$ cat src/rtl/can_tx_scheduler.sv
// rtl/can_tx_scheduler.sv - lowest-identifier-first transmit scheduler above the CAN bit transmitter
module can_tx_scheduler #(
  parameter int NUM_MB    = 4,
  parameter int MAX_RETRY = 8,
  parameter int TIMEOUT   = 256
) (
  input  logic                 clk,
  input  logic                 rst,
  input  logic [NUM_MB-1:0]    mb_req,
  input  logic [NUM_MB-1:0]    mb_abort,
  input  logic [NUM_MB*11-1:0] mb_id,
  input  logic [NUM_MB*4-1:0]  mb_len,
  input  logic [NUM_MB*64-1:0] mb_data,
  input  logic                 bus_idle,
  output logic                 tx_start,
  output logic [10:0]          tx_id,
  output logic [3:0]           tx_len,
  output logic [63:0]          tx_data,
  input  logic                 tx_ok,
  input  logic                 tx_arb_lost,
  input  logic                 tx_err,
  output logic [NUM_MB-1:0]    mb_done,
  output logic [NUM_MB-1:0]    mb_fail,
  output logic                 busy,
  output logic [2:0]           cur_mb
);

  localparam int WD_W = $clog2(TIMEOUT) + 1;

  typedef enum logic [1:0] {S_IDLE, S_SELECT, S_START, S_WAIT} state_t;

  state_t             state, state_nx;
  logic [NUM_MB-1:0]  pending, pending_nx;
  logic [3:0]         retry [NUM_MB];
  logic [WD_W-1:0]    wdog;

  logic               sel_found;
  logic [2:0]         sel_idx;
  logic [10:0]        sel_id;
  logic [3:0]         sel_len;
  logic [63:0]        sel_data;

  logic [NUM_MB-1:0]  flight;
  logic [NUM_MB-1:0]  req_eff, abort_eff;
  logic [3:0]         cur_retry, retry_inc;
  logic               in_wait, wd_expired;
  logic               res_err, res_arb, res_ok, fail_now;

  assign tx_start = (state == S_START);
  assign busy     = (state != S_IDLE);

  // Arbitration: lowest pending identifier wins, ties resolved toward the lower mailbox index.
  always_comb begin
    sel_found = 1'b0;
    sel_idx   = '0;
    sel_id    = '0;
    sel_len   = '0;
    sel_data  = '0;
    for (int i = 0; i < NUM_MB; i++) begin
      if (pending[i] && (!sel_found || (mb_id[11*i +: 11] < sel_id))) begin
        sel_found = 1'b1;
        sel_idx   = 3'(i);
        sel_id    = mb_id[11*i +: 11];
        sel_len   = mb_len[4*i +: 4];
        sel_data  = mb_data[64*i +: 64];
      end
    end
  end

  // One-hot of the mailbox being transmitted; in SELECT that is the one being chosen right now.
  always_comb begin
    flight    = '0;
    cur_retry = '0;
    for (int i = 0; i < NUM_MB; i++) begin
      if ((state == S_SELECT && sel_found && sel_idx == 3'(i)) ||
          ((state == S_START || state == S_WAIT) && cur_mb == 3'(i))) begin
        flight[i] = 1'b1;
      end
      if (cur_mb == 3'(i)) begin
        cur_retry = retry[i];
      end
    end
  end

  assign in_wait    = (state == S_WAIT);
  assign wd_expired = (wdog == WD_W'(TIMEOUT - 1));
  assign res_err    = in_wait && (tx_err || wd_expired);
  assign res_arb    = in_wait && !res_err && tx_arb_lost;
  assign res_ok     = in_wait && !res_err && !tx_arb_lost && tx_ok;
  assign retry_inc  = cur_retry + 4'd1;
  assign fail_now   = res_err && (retry_inc == 4'(MAX_RETRY));

  // Request/abort bookkeeping; a request beats an abort in the same cycle, the in-flight mailbox is untouchable.
  always_comb begin
    req_eff    = mb_req & ~flight;
    abort_eff  = mb_abort & ~flight & ~mb_req;
    pending_nx = (pending | req_eff) & ~abort_eff;
    if (res_ok || fail_now) begin
      pending_nx = pending_nx & ~flight;
    end
  end

  // Next-state logic; IDLE looks at this cycle's requests so a fresh request is selected next cycle.
  always_comb begin
    state_nx = state;
    case (state)
      S_IDLE:   if ((|pending_nx) && bus_idle) state_nx = S_SELECT;
      S_SELECT: state_nx = sel_found ? S_START : S_IDLE;
      S_START:  state_nx = S_WAIT;
      S_WAIT:   if (res_err || res_arb || res_ok) state_nx = S_IDLE;
      default:  state_nx = S_IDLE;
    endcase
  end

  // State, pending set, watchdog, latched frame fields and outcome pulses.
  always_ff @(posedge clk) begin
    if (rst) begin
      state   <= S_IDLE;
      pending <= '0;
      wdog    <= '0;
      cur_mb  <= '0;
      tx_id   <= '0;
      tx_len  <= '0;
      tx_data <= '0;
      mb_done <= '0;
      mb_fail <= '0;
    end else begin
      state   <= state_nx;
      pending <= pending_nx;
      mb_done <= res_ok   ? flight : '0;
      mb_fail <= fail_now ? flight : '0;
      if (state == S_START) begin
        wdog <= '0;
      end else if (state == S_WAIT) begin
        wdog <= wdog + 1'b1;
      end
      if (state == S_SELECT && sel_found) begin
        cur_mb  <= sel_idx;
        tx_id   <= sel_id;
        tx_len  <= (sel_len > 4'd8) ? 4'd8 : sel_len;
        tx_data <= sel_data;
      end
    end
  end

  // Per-mailbox error attempt counters.
  always_ff @(posedge clk) begin
    for (int i = 0; i < NUM_MB; i++) begin
      if (rst || abort_eff[i]) begin
        retry[i] <= '0;
      end else if (flight[i] && (res_ok || fail_now)) begin
        retry[i] <= '0;
      end else if (flight[i] && res_err) begin
        retry[i] <= retry_inc;
      end
    end
  end

endmodule

$ cat config.mk
export PLATFORM = sky130hd
export DESIGN_NAME = can_tx_scheduler
export DESIGN_NICKNAME = d
export VERILOG_FILES = /design/src/rtl/can_tx_scheduler.sv
export SDC_FILE = /design/constraint.sdc
export NUM_CORES = 1
export LEC_CHECK = 0
export CAP_MARGIN = 30
export CORE_AREA = 2 2 166 168
export CTS_CLUSTER_DIAMETER = 100
export CTS_CLUSTER_SIZE = 40
export DETAILED_ROUTE_END_ITERATION = 10
export DIE_AREA = 0 0 168 170
export GPL_TIMING_DRIVEN = 0
export PLACE_DENSITY = 0.63
export REMOVE_ABC_BUFFERS = 1
export SLEW_MARGIN = 10
export SYNTH_ARGS = -nofsm -noshare
export SYNTH_HDL_FRONTEND = slang
export SYNTH_SLANG_ARGS = --single-unit
$ cat constraint.sdc
create_clock -name clk -period 18.5 [get_ports clk]
set_input_delay 1.85 -clock clk [delete_from_list [all_inputs] [get_ports clk]]
set_output_delay 1.85 -clock clk [all_outputs]
set_load 0.03 [all_outputs]
==> metrics.txt <==
fmax roughly 0.1 GHz; DR WL met3 2.04 mm; final hold violation count 0; post-cts resize count 0; Setup violations, final 0; post-route minimum period between 10000 and 15000 ps; number of synthesized register bits 120; Cell Rows 60; Synth Area per Inst slightly above 7 um2; clk_skew 16.6 ps; finished layout cell area about 13000 um2; pin count of the biggest net entering global routing approximately 90; CTS max path bufs 2; Initial Util roughly 30%; Yosys warning count 0; DRC 0; PwrDens 86.3 nW/um2; Cells after Synth ~1100; clk root buf clkbuf_16; Tcrit/Tclk final 55.2%; Mapped Area 7960 um2; die height roughly 170 um; routed wire length 31.5 mm; post-CTS setup buffer count 0; met1 wire length between 10 and 15 mm; Global Route Usage Sum 21.0%; Worst-path clk slew 60 ps; most frequent cells in the layout clkdlybuf4s50_1, nor2_1, a211oi_1; Non-Filler Instances 1829; CTS tree yes; Core Area 26700 um2; Die ar. between 20000 and 30000 um2; Area contributors post-synth dfxtp_1, a211oi_1, nor2_1, a21oi_1, edfxtp_1; CTS Buf Count 17; Reg area about 2600 um2; multi-input logic area 4910 um2; DR iter-0 viols 420; status completed; static leakage 4.73 nW; Hold Path Class reg -> reg; dpl hpwl 24.5 mm; TritonCTS Sinks 120; top_reg_cell synth dfxtp_1; DR WL/cell between 15 and 20 um; data required time of the critical path 18540 ps; Yosys top cell by area dfxtp_1; Top Family by Delay on Critical Path compound AO/OA/AOI/OAI gates; Critical Path Fanout Max 87; Fill cells 2640; commonest non-fill, non-tap cell in the layout clkdlybuf4s50_1; CP max-delay cell a21boi_4; placed cell area 12500 um2; nets 1838; GP Congestion 0.829; slew of the pin with the lowest slew margin 821 ps; DR pass1 iterations 6; Max stage delay on crit path 740 ps; routed wl met2 15.8 mm; placed cells about 1800; Clock Latency Late Sink 410 ps; critical path buffer and inverter count 5; first-pass GRT wire length 47.0 mm; number of routed nets with antenna violations 0; initial antenna violation count 1; vias post-DR 9182; Overflow after GRT 0; Min Hold Slack 456 ps; Hold Buf Count CTS 0; vias in the first global route between 8000 and 9000; total power 1.14 mW; Area growth, synth to finish 65.7%; Crit Path Class in -> reg; unrepaired setup endpoints after global routing no; Top Layer Used met4; critical path capture point type flip-flop; ys async rst share 0%; final max-slew violation count 0; Arrival @ worst endpoint 10260 ps; Top Ports 422; Via-to-Cell Ratio 5.02; H-tree depth 4; EDFF count, synth 16; setup tns final 0 ps; layout cells sized above 1 5.25%; post-synth cell types between 60 and 70; maximum vdd drop 0.0537 mV; Worst Setup Start Kind input pin; register area share after synthesis 32.2%; Die Wd ~170 um; MaxCap Viol Count 0; slew margin rel. 45.1%; post-synth top area share 26.2%; input/output buffers 420
## per-stage QoR
stage | setup WS (ps) | utilization [%]
floorplan | 1370 | -
global placement | -6230 | 45.6
detailed placement | 7810 | 47.1
CTS | 8240 | 49.5
global route | 7630 | 49.5
finish | 8290 | 49.5
## power breakdown
part | switching [mW] | total [mW] | internal, mW
combinational | 0.249 | 0.463 | 0.214
sequential | 0.0205 | 0.311 | 0.291
clock | 0.135 | 0.364 | 0.229
total | 0.405 | 1.14 | 0.734
## tightest hold or removal path, cell delays in order (launching register included)
cell and delay [ps]:
dfxtp_1 310, nand2_1 50, a21oi_1 50
## per-layer routing
layer	up-vias	GRT usage, %
li1	4677	-
met1	4144	24.3
met2	320	37.9
met3	41	5.72
met4	0	6.09
met5	-	0
## cells by family (layout without fill, tap and decap cells)
group,count (synthesis),in the layout,share of synthesized area (%)
AO/OA/AOI/OAI,299,299,25.2
XOR/XNOR,6,6,0.660
adder cells (fa/ha/maj),34,34,5.35
buffers and inverters,121,495,6.54
flip-flops,120,120,32.2
multiplexers,16,16,2.81
other,1,2,0.0471
AND/OR/NAND/NOR,516,516,27.2
## worst paths after layout
kind | from | slack, ps | depth (start not counted) | end
max | mb_id[8] | 8290 | 29 | retry[1][2]
min | tx_len[0] | 460 | 2 | tx_len[0]
max reg2reg | pending[0] | 9170 | 29 | retry[1][2]
min reg2reg | tx_len[0] | 460 | 2 | tx_len[0]
## sequential cells by signal, summed over array words and instances, names as in the netlist, named ones only
signal,flops
pending,4
state,1
mb_done,4
tx_len,4
retry,16
mb_fail,4
tx_id,11
tx_data,64
wdog,9
cur_mb,2
## final cells by class
cell class,count,area share [%]
multi-input combinational,872,37.2
timing repair buffer,439,34.5
sequential,120,19.5
tap,341,3.23
clock buffer,17,3.23
clock inverter,15,1.62
inverter,24,0.683
antenna,1,0.0190
## Yosys cell counts (all sizes together), types with 2 or more instances
cell type  instances
and3               3
dfxtp            104
a21oi             97
xor2               3
nor2             280
clkbuf            58
nand3              6
or4                2
nand3b             2
a211oi           150
nand2b             7
and2               5
mux2              11
xnor2              3
or3                3
inv               24
nor4               3
nand2            105
o31ai              2
a311o              2
o31a               3
o21a               4
a211o              2
o22ai              3
o21ai             11
a31oi              3
nor2b              4
o211ai             7
nor3              82
or2                2
nand4              9
a21boi             3
ha                34
mux4               4
buf               39
edfxtp            16
Note: power is estimated with default switching activity, not from simulation.
